[config.mk]
export PLATFORM = sky130hd
export DESIGN_NAME = yutorina_mem_stage_flat
export DESIGN_NICKNAME = d
export VERILOG_FILES = /design/src/rtl/yutorina_mem_stage_pkg.sv /design/src/rtl/yutorina_mem_stage_if.sv /design/src/rtl/yutorina_bus_if.sv /design/src/rtl/yutorina_mem_stage.sv /design/src/flat_wrapper.sv
export SDC_FILE = /design/constraint.sdc
export NUM_CORES = 1
export LEC_CHECK = 0
export CAP_MARGIN = 20
export CORE_AREA = 2 2 110 112
export CTS_CLUSTER_SIZE = 16
export DETAILED_ROUTE_END_ITERATION = 6
export DIE_AREA = 0 0 112 114
export DONT_BUFFER_PORTS = 1
export HOLD_SLACK_MARGIN = 0.08
export SYNTH_ARGS = -nofsm -noshare
export SYNTH_HDL_FRONTEND = slang
export SYNTH_SLANG_ARGS = --single-unit
export TNS_END_PERCENT = 20
[constraint.sdc]
create_clock -name clk -period 5.1 [get_ports clk]
set_input_delay 1.02 -clock clk [delete_from_list [all_inputs] [get_ports clk]]
set_output_delay 1.02 -clock clk [all_outputs]
set_load 0.03 [all_outputs]
[src/rtl/yutorina_mem_stage_pkg.sv]
// ----------------------------------------------------------------------------
// yutorina_mem_stage_pkg
// Shared definitions for the MEM pipeline stage: bus widths, active-low
// enable levels, memory/exception/control op encodings, bus direction and
// the MEM bus-access state encoding.
// ----------------------------------------------------------------------------
package yutorina_mem_stage_pkg;

   localparam int WORD_ADDR_W = 30;
   localparam int WORD_DATA_W = 32;
   localparam int GPR_ADDR_W  = 5;
   localparam int EXP_W       = 3;
   localparam int MEM_OP_W    = 2;
   localparam int CTRL_OP_W   = 2;

   typedef logic [WORD_ADDR_W-1:0] word_addr_t;
   typedef logic [WORD_DATA_W-1:0] word_data_t;
   typedef logic [GPR_ADDR_W-1:0]  gpr_addr_t;
   typedef logic [EXP_W-1:0]       exp_code_t;
   typedef logic [MEM_OP_W-1:0]    mem_op_t;
   typedef logic [CTRL_OP_W-1:0]   ctrl_op_t;

   // Active-low enable levels
   localparam logic ENABLE_  = 1'b0;
   localparam logic DISABLE_ = 1'b1;

   // Bus direction
   localparam logic READ  = 1'b1;
   localparam logic WRITE = 1'b0;

   // Memory operations
   localparam mem_op_t MEM_NONE = 2'd0;
   localparam mem_op_t MEM_LDW  = 2'd1;
   localparam mem_op_t MEM_STW  = 2'd2;

   // Exception codes
   localparam exp_code_t EXP_NONE       = 3'd0;
   localparam exp_code_t EXP_MISS_ALIGN = 3'd4;
   localparam exp_code_t EXP_BUS_ERR    = 3'd7;

   // Control ops and reset values
   localparam ctrl_op_t   CTRL_NONE = 2'd0;
   localparam gpr_addr_t  GPR_ZERO  = 5'd0;
   localparam word_addr_t ADDR_NULL = 30'd0;
   localparam word_data_t DATA_ZERO = 32'd0;

   // Bus access state
   typedef enum logic [1:0] {
      MEM_ST_IDLE   = 2'd0,
      MEM_ST_ACCESS = 2'd1,
      MEM_ST_HOLD   = 2'd2
   } mem_state_e;

   // True for the ops that need a bus cycle
   function automatic logic is_mem_op(input mem_op_t op);
      return (op == MEM_LDW) || (op == MEM_STW);
   endfunction

   // Word address of a byte address
   function automatic word_addr_t word_addr(input word_data_t byte_addr);
      return byte_addr[WORD_DATA_W-1:2];
   endfunction

endpackage

[src/rtl/yutorina_mem_stage_if.sv]
// ----------------------------------------------------------------------------
// yutorina_mem_stage_if
// Shared-bus handshake bundle between the MEM stage (master) and the bus
// arbiter/slave side.
//   bus_req_    master -> slave  request, active-low
//   bus_grnt_   slave  -> master grant, active-low
//   bus_as_     master -> slave  address strobe, active-low
//   bus_rw      master -> slave  READ/WRITE
//   bus_addr    master -> slave  word address
//   bus_wr_data master -> slave  store data
//   bus_rd_data slave  -> master load data
//   bus_rdy_    slave  -> master ready, active-low
// ----------------------------------------------------------------------------
interface yutorina_mem_stage_if;
   import yutorina_mem_stage_pkg::*;

   logic       bus_req_;
   logic       bus_grnt_;
   logic       bus_as_;
   logic       bus_rw;
   word_addr_t bus_addr;
   word_data_t bus_wr_data;
   word_data_t bus_rd_data;
   logic       bus_rdy_;

   modport master (
      output bus_req_, bus_as_, bus_rw, bus_addr, bus_wr_data,
      input  bus_grnt_, bus_rd_data, bus_rdy_
   );

   modport slave (
      input  bus_req_, bus_as_, bus_rw, bus_addr, bus_wr_data,
      output bus_grnt_, bus_rd_data, bus_rdy_
   );

endinterface

[src/rtl/yutorina_bus_if.sv]
// ----------------------------------------------------------------------------
// yutorina_bus_if
// Bus-access engine of the MEM stage: request/grant/ready FSM, load-data
// latch and ACCESS watchdog.
//   clk, rst     clock, asynchronous active-high reset
//   stall        pipeline stall (selects HOLD after completion)
//   access_req   aligned, exception-free load/store is waiting in EX
//   is_write     the pending access is a store
//   addr         word address, wr_data store data
//   bus          shared-bus master side
//   busy         access outstanding
//   complete     ready seen in ACCESS this cycle (load data on the bus)
//   bus_err      watchdog abort belongs to the instruction now in EX
//   rd_latch     last load data captured from the bus
// ----------------------------------------------------------------------------
module yutorina_bus_if
   import yutorina_mem_stage_pkg::*;
#(
   parameter int TIMEOUT = 255
) (
   input  logic                        clk,
   input  logic                        rst,
   input  logic                        stall,
   input  logic                        access_req,
   input  logic                        is_write,
   input  word_addr_t                  addr,
   input  word_data_t                  wr_data,
   yutorina_mem_stage_if.master        bus,
   output logic                        busy,
   output logic                        complete,
   output logic                        bus_err,
   output word_data_t                  rd_latch
);

   localparam int         CNT_W  = (TIMEOUT > 1) ? $clog2(TIMEOUT + 1) : 1;
   localparam logic [CNT_W-1:0] TO_CNT = CNT_W'(TIMEOUT);
   localparam bit         WD_EN  = (TIMEOUT != 0);

   mem_state_e       state_r;
   mem_state_e       state_nxt_s;
   logic [CNT_W-1:0] cnt_r;
   logic             timeout_s;
   logic             timeout_r;
   logic             enter_access_s;

   // Next-state and bus/handshake outputs from the current state
   always_comb begin
      state_nxt_s     = state_r;
      busy            = 1'b0;
      complete        = 1'b0;
      timeout_s       = 1'b0;
      bus.bus_req_    = DISABLE_;
      bus.bus_as_     = DISABLE_;
      bus.bus_rw      = READ;
      bus.bus_addr    = ADDR_NULL;
      bus.bus_wr_data = DATA_ZERO;
      if (rst) begin
         // Keep the bus released and busy low while reset is applied
         state_nxt_s = MEM_ST_IDLE;
      end else begin
         case (state_r)
            MEM_ST_IDLE: begin
               if (access_req) begin
                  bus.bus_req_ = ENABLE_;
                  busy         = 1'b1;
                  if (bus.bus_grnt_ == ENABLE_) begin
                     state_nxt_s = MEM_ST_ACCESS;
                  end else begin
                     state_nxt_s = MEM_ST_IDLE;
                  end
               end else begin
                  state_nxt_s = MEM_ST_IDLE;
               end
            end
            MEM_ST_ACCESS: begin
               bus.bus_req_    = ENABLE_;
               bus.bus_as_     = ENABLE_;
               bus.bus_rw      = is_write ? WRITE : READ;
               bus.bus_addr    = addr;
               bus.bus_wr_data = wr_data;
               if (bus.bus_rdy_ == ENABLE_) begin
                  complete    = 1'b1;
                  state_nxt_s = stall ? MEM_ST_HOLD : MEM_ST_IDLE;
               end else if (WD_EN && (cnt_r == TO_CNT)) begin
                  // Watchdog abort: release the pipeline as if the bus answered
                  timeout_s   = 1'b1;
                  state_nxt_s = stall ? MEM_ST_HOLD : MEM_ST_IDLE;
               end else begin
                  busy        = 1'b1;
                  state_nxt_s = MEM_ST_ACCESS;
               end
            end
            MEM_ST_HOLD: begin
               // Access already done; wait out the stall without re-issuing
               if (stall) begin
                  state_nxt_s = MEM_ST_HOLD;
               end else begin
                  state_nxt_s = MEM_ST_IDLE;
               end
            end
            default: begin
               state_nxt_s = MEM_ST_IDLE;
            end
         endcase
      end
   end

   assign enter_access_s = (state_r != MEM_ST_ACCESS) && (state_nxt_s == MEM_ST_ACCESS);

   // An abort in HOLD still belongs to the instruction waiting in EX
   assign bus_err = timeout_s || ((state_r == MEM_ST_HOLD) && timeout_r);

   // FSM state register
   always_ff @(posedge clk or posedge rst) begin
      if (rst) begin
         state_r <= MEM_ST_IDLE;
      end else begin
         state_r <= state_nxt_s;
      end
   end

   // Watchdog counter: cleared on entry, counts cycles spent in ACCESS
   always_ff @(posedge clk or posedge rst) begin
      if (rst) begin
         cnt_r <= '0;
      end else if (enter_access_s) begin
         cnt_r <= '0;
      end else if (state_r == MEM_ST_ACCESS) begin
         cnt_r <= cnt_r + CNT_W'(1);
      end
   end

   // Remember an abort so it survives a HOLD period
   always_ff @(posedge clk or posedge rst) begin
      if (rst) begin
         timeout_r <= 1'b0;
      end else if (enter_access_s) begin
         timeout_r <= 1'b0;
      end else if (timeout_s) begin
         timeout_r <= 1'b1;
      end
   end

   // Capture read data on the ready cycle
   always_ff @(posedge clk or posedge rst) begin
      if (rst) begin
         rd_latch <= DATA_ZERO;
      end else if (complete) begin
         rd_latch <= bus.bus_rd_data;
      end
   end

endmodule

[src/rtl/yutorina_mem_stage.sv]
// ----------------------------------------------------------------------------
// yutorina_mem_stage
// MEM pipeline stage: issues word loads/stores on the shared bus through
// yutorina_bus_if and registers the result for WB.
//   clk, rst        clock, asynchronous active-high reset
//   stall, flush    pipeline control from the controller
//   ex_*            EX-stage pipeline register (ex_out = byte address for
//                   memory ops, ALU result otherwise)
//   busy            access outstanding, controller must stall
//   bus             shared-bus master side
//   mem_*           registered outputs to WB; mem_out is write-back data
// ----------------------------------------------------------------------------
module yutorina_mem_stage
   import yutorina_mem_stage_pkg::*;
#(
   parameter int TIMEOUT = 255
) (
   input  logic                 clk,
   input  logic                 rst,
   input  logic                 stall,
   input  logic                 flush,
   input  logic                 ex_en_,
   input  word_addr_t           ex_pc,
   input  gpr_addr_t            ex_w_addr,
   input  word_data_t           ex_w_data,
   input  logic                 ex_gpr_we_,
   input  exp_code_t            ex_exp_code,
   input  mem_op_t              ex_mem_op,
   input  ctrl_op_t             ex_ctrl_op,
   input  word_data_t           ex_out,
   output logic                 busy,
   yutorina_mem_stage_if.master bus,
   output logic                 mem_en_,
   output word_addr_t           mem_pc,
   output gpr_addr_t            mem_w_addr,
   output logic                 mem_gpr_we_,
   output exp_code_t            mem_exp_code,
   output ctrl_op_t             mem_ctrl_op,
   output word_data_t           mem_out
);

   logic       mem_valid_s;
   logic       access_req_s;
   logic       misalign_s;
   logic       complete_s;
   logic       bus_err_s;
   word_data_t rd_latch_s;
   word_data_t out_nxt_s;
   logic       gpr_we_nxt_s;
   exp_code_t  exp_nxt_s;

   assign mem_valid_s  = (ex_en_ == ENABLE_) && is_mem_op(ex_mem_op);
   assign access_req_s = mem_valid_s && (ex_exp_code == EXP_NONE) && (ex_out[1:0] == 2'b00);
   assign misalign_s   = mem_valid_s && (ex_out[1:0] != 2'b00);

   yutorina_bus_if #(
      .TIMEOUT (TIMEOUT)
   ) u_bus_if (
      .clk        (clk),
      .rst        (rst),
      .stall      (stall),
      .access_req (access_req_s),
      .is_write   (ex_mem_op == MEM_STW),
      .addr       (word_addr(ex_out)),
      .wr_data    (ex_w_data),
      .bus        (bus),
      .busy       (busy),
      .complete   (complete_s),
      .bus_err    (bus_err_s),
      .rd_latch   (rd_latch_s)
   );

   // Write-back data, GPR enable and exception for the instruction in EX
   always_comb begin
      out_nxt_s    = ex_out;
      gpr_we_nxt_s = ex_gpr_we_;
      exp_nxt_s    = ex_exp_code;
      case (ex_mem_op)
         MEM_LDW: begin
            // Bypass the latch on the ready cycle itself
            if (complete_s) begin
               out_nxt_s = bus.bus_rd_data;
            end else begin
               out_nxt_s = rd_latch_s;
            end
         end
         MEM_STW: begin
            out_nxt_s    = DATA_ZERO;
            gpr_we_nxt_s = DISABLE_;
         end
         default: begin
            out_nxt_s = ex_out;
         end
      endcase
      if (misalign_s) begin
         exp_nxt_s    = EXP_MISS_ALIGN;
         gpr_we_nxt_s = DISABLE_;
      end else if (bus_err_s) begin
         exp_nxt_s    = EXP_BUS_ERR;
         gpr_we_nxt_s = DISABLE_;
      end else begin
         exp_nxt_s    = ex_exp_code;
      end
   end

   // MEM/WB pipeline register; advances only when the pipeline is not stalled
   always_ff @(posedge clk or posedge rst) begin
      if (rst) begin
         mem_en_      <= DISABLE_;
         mem_pc       <= ADDR_NULL;
         mem_w_addr   <= GPR_ZERO;
         mem_gpr_we_  <= DISABLE_;
         mem_exp_code <= EXP_NONE;
         mem_ctrl_op  <= CTRL_NONE;
         mem_out      <= DATA_ZERO;
      end else if (!stall) begin
         if (flush) begin
            // Flushed slot keeps its valid/PC so the controller can trace it
            mem_en_      <= ex_en_;
            mem_pc       <= ex_pc;
            mem_w_addr   <= GPR_ZERO;
            mem_gpr_we_  <= DISABLE_;
            mem_exp_code <= EXP_NONE;
            mem_ctrl_op  <= CTRL_NONE;
            mem_out      <= DATA_ZERO;
         end else if (ex_en_ == ENABLE_) begin
            mem_en_      <= ex_en_;
            mem_pc       <= ex_pc;
            mem_w_addr   <= ex_w_addr;
            mem_gpr_we_  <= gpr_we_nxt_s;
            mem_exp_code <= exp_nxt_s;
            mem_ctrl_op  <= ex_ctrl_op;
            mem_out      <= out_nxt_s;
         end else begin
            // Bubble
            mem_en_      <= DISABLE_;
            mem_pc       <= ADDR_NULL;
            mem_w_addr   <= GPR_ZERO;
            mem_gpr_we_  <= DISABLE_;
            mem_exp_code <= EXP_NONE;
            mem_ctrl_op  <= CTRL_NONE;
            mem_out      <= DATA_ZERO;
         end
      end
   end

endmodule

[src/flat_wrapper.sv]
// flat-port wrapper written by rule: the top's interface ports become plain ports
module yutorina_mem_stage_flat import yutorina_mem_stage_pkg::*;
#(
   parameter int TIMEOUT = 255
)
  (clk, rst, stall, flush, ex_en_, ex_pc, ex_w_addr, ex_w_data, ex_gpr_we_, ex_exp_code, ex_mem_op, ex_ctrl_op, ex_out, busy, mem_en_, mem_pc, mem_w_addr, mem_gpr_we_, mem_exp_code, mem_ctrl_op, mem_out, bus_bus_req_, bus_bus_as_, bus_bus_rw, bus_bus_addr, bus_bus_wr_data, bus_bus_grnt_, bus_bus_rd_data, bus_bus_rdy_);
  yutorina_mem_stage_if bus_i ();
  input  logic clk;
  input  logic rst;
  input  logic stall;
  input  logic flush;
  input  logic ex_en_;
  input  word_addr_t ex_pc;
  input  gpr_addr_t ex_w_addr;
  input  word_data_t ex_w_data;
  input  logic ex_gpr_we_;
  input  exp_code_t ex_exp_code;
  input  mem_op_t ex_mem_op;
  input  ctrl_op_t ex_ctrl_op;
  input  word_data_t ex_out;
  output logic busy;
  output logic mem_en_;
  output word_addr_t mem_pc;
  output gpr_addr_t mem_w_addr;
  output logic mem_gpr_we_;
  output exp_code_t mem_exp_code;
  output ctrl_op_t mem_ctrl_op;
  output word_data_t mem_out;
  output wire logic [$bits(bus_i.bus_req_)-1:0] bus_bus_req_;
  output wire logic [$bits(bus_i.bus_as_)-1:0] bus_bus_as_;
  output wire logic [$bits(bus_i.bus_rw)-1:0] bus_bus_rw;
  output wire logic [$bits(bus_i.bus_addr)-1:0] bus_bus_addr;
  output wire logic [$bits(bus_i.bus_wr_data)-1:0] bus_bus_wr_data;
  input wire logic [$bits(bus_i.bus_grnt_)-1:0] bus_bus_grnt_;
  input wire logic [$bits(bus_i.bus_rd_data)-1:0] bus_bus_rd_data;
  input wire logic [$bits(bus_i.bus_rdy_)-1:0] bus_bus_rdy_;
  assign bus_bus_req_ = bus_i.bus_req_;
  assign bus_bus_as_ = bus_i.bus_as_;
  assign bus_bus_rw = bus_i.bus_rw;
  assign bus_bus_addr = bus_i.bus_addr;
  assign bus_bus_wr_data = bus_i.bus_wr_data;
  assign bus_i.bus_grnt_ = bus_bus_grnt_;
  assign bus_i.bus_rd_data = bus_bus_rd_data;
  assign bus_i.bus_rdy_ = bus_bus_rdy_;
  yutorina_mem_stage #(.TIMEOUT(TIMEOUT)) u_core (.clk(clk), .rst(rst), .stall(stall), .flush(flush), .ex_en_(ex_en_), .ex_pc(ex_pc), .ex_w_addr(ex_w_addr), .ex_w_data(ex_w_data), .ex_gpr_we_(ex_gpr_we_), .ex_exp_code(ex_exp_code), .ex_mem_op(ex_mem_op), .ex_ctrl_op(ex_ctrl_op), .ex_out(ex_out), .busy(busy), .bus(bus_i), .mem_en_(mem_en_), .mem_pc(mem_pc), .mem_w_addr(mem_w_addr), .mem_gpr_we_(mem_gpr_we_), .mem_exp_code(mem_exp_code), .mem_ctrl_op(mem_ctrl_op), .mem_out(mem_out));
endmodule
After elaboration in Yosys (flattened, before gate mapping)
Index checks and enable logic that the tools add are counted.
Word-level totals
  register bits: 117
  bits of input ports: 146
  output and inout port bits: 140
  word-level logic and storage cells: 90
Cells by class
  add/subtract/negate cells: 1
  eq/ne operators: 7
  mux-type cells: 56
  bitwise gates (word level): 1
  reductions and logical operators: 14
Operator list (count)
  2-to-1 mux 32 bit: 5
  2-to-1 mux 30 bit: 4
  case mux 32 bit (2 select lines): 1
  2-to-1 mux 1 bit: 28
  2-to-1 mux 8 bit: 2
  2-to-1 mux 2 bit: 7
  2-to-1 mux 3 bit: 4
  2-to-1 mux 5 bit: 2
  adder 8 x 1 -> 8 bit, second input constant: 1
  equality test 8 bit, second input constant: 1
  equality test 2 x 1 -> 1 bit, second input constant: 3
  logical AND 1 bit: 6
  case mux 2 bit (3 select lines): 1
  nonzero test 2 bit: 3
  equality test 2 bit, second input constant: 2
  zero test 2 bit: 2
  case mux 1 bit (2 select lines): 2
  zero test 3 bit: 1
  logical OR 1 bit: 2
  inequality test 2 x 1 -> 1 bit, second input constant: 1
  NOT 1 bit: 1

Depth between registers and ports, before layout
  depth after elaboration: 11
  gate-level depth with buffers: 6
  gate-level depth less buffers: 5

Hierarchy
A second synthesis with hierarchy kept.
Second synthesis, totals
  cell total of the unflattened synthesis: 454
  area, all modules: 5434.0 um^2
By module, submodules not included
  yutorina_mem_stage: instances 1, cells each 255, area an instance 3225.6 um^2, sequential area each 1854.3 um^2
  yutorina_bus_if: instances 1, cells each 199, area an instance 2208.4 um^2, sequential area each 1076.0 um^2

Least setup slack after synthesis
Ideal clock, no wire load.
  path kind: input to register
  from: input rst
  to: register u_core.u_bus_if.state_r[1]
  setup time: 0.082 ns
  arrival time: 4.096 ns
  path slack: 0.922 ns
  stages: 3
  buffers on the path: 1
  cells stage by stage: clkbuf_1 inv_1 and4_1
On the way
  cells in the longest elaborated chain, start to end: 1
RTL lines
  start, declared: line flat_wrapper.sv:9  | input logic rst;
  2-to-1 mux 2 bit: line yutorina_bus_if.sv:57  | if (rst) begin
  via u_core.u_bus_if.state_nxt_s[1]: line yutorina_bus_if.sv:40  | mem_state_e state_nxt_s;
  end signal, assigned: line yutorina_bus_if.sv:118  | state_r <= state_nxt_s;
  end, declared: line yutorina_bus_if.sv:39  | mem_state_e state_r;
The timed path passes the listed nets, and every way through them passes these cells.
A chain may end at the register's enable or synchronous reset.

Worst setup path after layout
  from: input ex_mem_op[0]
  to: output bus_bus_req_
On the way
  cells in the longest elaborated chain, start to end: 8
RTL lines
  start, declared: line flat_wrapper.sv:18  | input mem_op_t ex_mem_op;
  equality test 2 x 1 -> 1 bit or equality test 2 bit (tied branches): line yutorina_mem_stage_pkg.sv:56  | return (op == MEM_LDW) || (op == MEM_STW);
  logical OR 1 bit (*): line yutorina_mem_stage_pkg.sv:56
  logical AND 1 bit (*): line yutorina_mem_stage.sv:52  | assign mem_valid_s = (ex_en_ == ENABLE_) && is_mem_op(ex_mem_op);
  logical AND 1 bit (*) (2 in series): line yutorina_mem_stage.sv:53  | assign access_req_s = mem_valid_s && (ex_exp_code == EXP_NONE) && (ex_out[1:0] == 2'b00);
  2-to-1 mux 1 bit (*): line yutorina_bus_if.sv:63  | if (access_req) begin
  case mux 1 bit (2 select lines) (*): line yutorina_bus_if.sv:61  | case (state_r)
  2-to-1 mux 1 bit (*): line yutorina_bus_if.sv:57
  end, declared: line flat_wrapper.sv:29  | output wire logic [$bits(bus_i.bus_req_)-1:0] bus_bus_req_;
Mark *: on every way between the ends. The rest lies on a longest branch, timed or not.

==> results.md <==
- Worst Tran Pin Value: 0.7807 ns
- Total power: 2.375 mW
- Clock Power Share: 50.1%
- Total CTS buffers: 17
- Layout cells sized above 1: 10.06%
- Worst Reg-to-Reg Cells: 4
- Largest net degree at the start of global routing: 82
- Post_cts resized: 0
- GR Overflow Total: 0
- N_diodes: 0
- DR vias: 3633
- Switching Fraction: 23.78%
- Max Clock Skew: 0.01042 ns
- Unrepaired setup endpoints after global routing: false
- Prevailing post-synth register cell: dfrtp_1
- Crit path max fanout: 6
- Internal Power: 1.810 mW
- Async set-or-reset flop fraction in the synthesized netlist: 100.0%
- Synthesized cell area: 5295 sq um
- Net Switching: 0.5649 mW
- Core area: 11710 sq um
- I/O Pins: 286
- Hold Fails Final Rpt: 0
- Synth warn: 0
- R2r setup slk: 2.98 ns
- CTS tree: yes
- FF-to-FF Start: u_core.u_bus_if.state_r[0]$_DFF_PP0_
- Global placement routability congestion: 0.8229
- Root buf cell: clkbuf_16
- Area growth from synthesis to layout: 12.85%
- Antenna Nets Post-Route: 0
- Fmax: 0.2905 GHz
- Setup Viol. Count Final: 0
- Clk sinks: 117
- CP Class: input pin to output port
- GRT Util Overall: 19.88%
- Setup TNS: 0 ns
- Num rows: 40
- Hold-critical path depth: 2
- Final wirelength: 12970 um
- Starting Density: 45.21%
- CP Capture Type: output port
- Max Cap Violations: 0
- Hold EP: u_core.u_bus_if.rd_latch[25]$_DFF_PP0_
- Remaining routing DRC violations: 0
- Avg WL per Cell: 21.12 um
- Drt first pass iters: 4
- Min-delay src: u_core.u_bus_if.rd_latch[25]$_DFF_PP0_
- RR Endpoint: u_core.mem_out[16]$_DFFE_PP0N_
- Power density over the cells: 397.5 nW/um^2
- Syn nets: 612
- Status: complete, no violations
- Static leakage: 2.855 nW
- IO Port Bufs: 0
- Sequential fraction of the synthesis area: 55.34%
- DR vias/cell: 5.917
- Hpwl dp: 8837 um
- Chip width: 112 um
- Chip Height: 114 um
- Critical Path RT: 4.08 ns
- Hold buffer count at cts: 0
- 1st-iter DRT viols: 235
- Final nets: 603
- Postcts setup bufs: 0
- Syn avg cell area: 11.44 sq um
- Area occupied by multi-input gates: 2054 sq um
- Initial antenna violation count: 0
- Final period util: 67.51%
- Worst hold path type: register to register
- Minimum clock period: 3.443 ns
- Clock Latency Late Sink: 0.41 ns
- Max-slew headroom: 47.96%
- Seq. cell area: 2930 sq um
- # fillers: 1045
- Startpoint types: input pin
- First-pass GRT wire length: 19580 um
- Clock Path Buffers: 2
- H-Tree Depth: 4
- Die area: 12770 sq um
- Pins Over Slew Limit: 0
- Cell count after synthesis: 463
- Count of state elements after synthesis: 117
- Clock-pin slew on the worst setup and hold paths: 0.05 ns
- Max VDD drop: 0.3732 mV
- Post-synth EDFFs: 0
- Crit path DAT: 2.42 ns
- Combinational Power Share: 4.0%
- Vias in the first global route: 3625
- Flop pwr share: 45.8%
- Post-synth cell types: 47
worst max-delay path, cell delays in order:
cell	delay, ns
inv_1	0.02
ha_1	0.39
nor4_4	0.40
a21oi_1	0.10
or3_1	0.48
cell usage in the layout (no fill, tap or decap), types with 3 or more instances in the layout:
cell type / instances
inv_1: 37
ha_1: 3
nor3_1: 5
mux2i_1: 32
and4_1: 3
a22oi_1: 32
buf_4: 7
xnor2_1: 4
clkbuf_1: 4
dfrtp_1: 115
bufinv_16: 3
clkbuf_16: 17
nand3b_1: 3
o21ai_1: 32
nand2_1: 5
a21oi_1: 7
a22o_1: 42
and2_1: 62
clkinv_2: 4
synthesized netlist by cell type (all sizes together), types with 2 or more instances:
cell type    n  area (sq um)
and3         2         12.51
o211ai       2         15.01
a21oi        8         40.04
dfrtp      115          2878
nor4b        3         56.31
clkbuf      27         101.4
a22oi       32         240.2
mux2         2         22.52
and4         3         26.28
ha           3         37.54
nor2b        2         12.51
nand3        2         10.01
nand4        2         12.51
nand2        5         18.77
a31oi        2         18.77
buf          9         75.06
and2        62         387.9
nand3b       3         22.52
nor4         2         27.53
a22o        42         367.9
dfstp        2         52.55
a32oi        2         17.52
nand2b       2         12.51
mux2i       32         320.3
inv         38         142.6
nor3         5         25.02
o21ai       32         160.2
xnor2        4         35.03
o311a        2         20.02
nand4b       2         17.52
nor2         2         7.510
a211oi       2         15.01
cells by family (layout without fill, tap and decap cells):
logic type / Yosys count / after routing / synth area share, %
AND/OR/NAND/NOR: 100 / 100 / 12.71
AO/OA/AOI/OAI: 130 / 130 / 17.91
XOR/XNOR: 5 / 5 / 0.8270
buffers and inverters: 74 / 78 / 6.025
adder cells (fa/ha/maj): 3 / 3 / 0.7090
flip-flops: 117 / 117 / 55.34
multiplexers: 34 / 34 / 6.475
per-stage QoR:
stage | std cells | area [sq um] | worst slack, ns | hold slack (ns) | utilization, %
floorplan | 463 | 5295 | 0.7817 | 0.4467 | -
global placement | 580 | 5359 | 1.660 | 0.4609 | 45.76
detailed placement | 582 | 5381 | 1.652 | 0.4646 | 45.95
CTS | 614 | 5976 | 1.652 | 0.4781 | 51.03
global route | 614 | 5976 | 1.565 | 0.4941 | 51.03
finish | 614 | 5976 | 1.657 | 0.4773 | 51.03
flip-flops by register name, summed over array words and instances (netlist names):
| name | count |
|---|---|
| u_core.u_bus_if.timeout_r | 1 |
| u_core.u_bus_if.rd_latch | 32 |
| u_core.mem_gpr_we_ | 1 |
| u_core.mem_w_addr | 5 |
| u_core.mem_en_ | 1 |
| u_core.u_bus_if.cnt_r | 8 |
| u_core.mem_pc | 30 |
| u_core.u_bus_if.state_r | 2 |
| u_core.mem_ctrl_op | 2 |
| u_core.mem_out | 32 |
| u_core.mem_exp_code | 3 |
layout make-up:
| class | instances | share of cell area (%) |
|---|---|---|
| Tap cell | 147 | 3.078 |
| Clock buffer | 23 | 7.831 |
| Multi-Input combinational cell | 272 | 34.38 |
| Timing Repair Buffer | 8 | 1.131 |
| Inverter | 38 | 2.429 |
| Sequential cell | 117 | 49.04 |
| Clock inverter | 9 | 2.115 |
worst max path at each step:
| stage | startpoint | endpoint | cells after the start |
|---|---|---|---|
| 2_1_floorplan | rst | u_core.mem_ctrl_op[0]$_DFFE_PP0N_ | 2 |
| 3_3_place_gp | ex_mem_op[0] | bus_bus_req_ | 5 |
| 3_5_place_dp | ex_mem_op[0] | bus_bus_req_ | 5 |
| 4_1_cts | ex_mem_op[0] | bus_bus_req_ | 5 |
| 5_1_grt | ex_mem_op[0] | bus_bus_req_ | 5 |
| 6_report | ex_mem_op[0] | bus_bus_req_ | 5 |
power by group through the flow:
stage          Combinational [mW]  Sequential [mW]  Clock, mW
5_1_grt                     0.110             1.09       1.27
3_3_place_gp               0.0933             1.10          0
2_1_floorplan              0.0900             1.09          0
3_5_place_dp               0.0982             1.10          0
6_report                   0.0959             1.09       1.19
4_1_cts                    0.0987             1.09       1.22
layer usage:
metal / up-vias / track usage (%) / routed length [um] / part of all wire [%]
met5: - / 0 / 0 / 0
li1: 1626 / - / - / -
met1: 1840 / 26.06 / 5523 / 43
met2: 157 / 29.82 / 6230 / 48
met3: 10 / 8.555 / 1099 / 8.5
met4: 0 / 6.829 / 115 / 0.89
No activity file was read; power rests on OpenSTA's default activity.
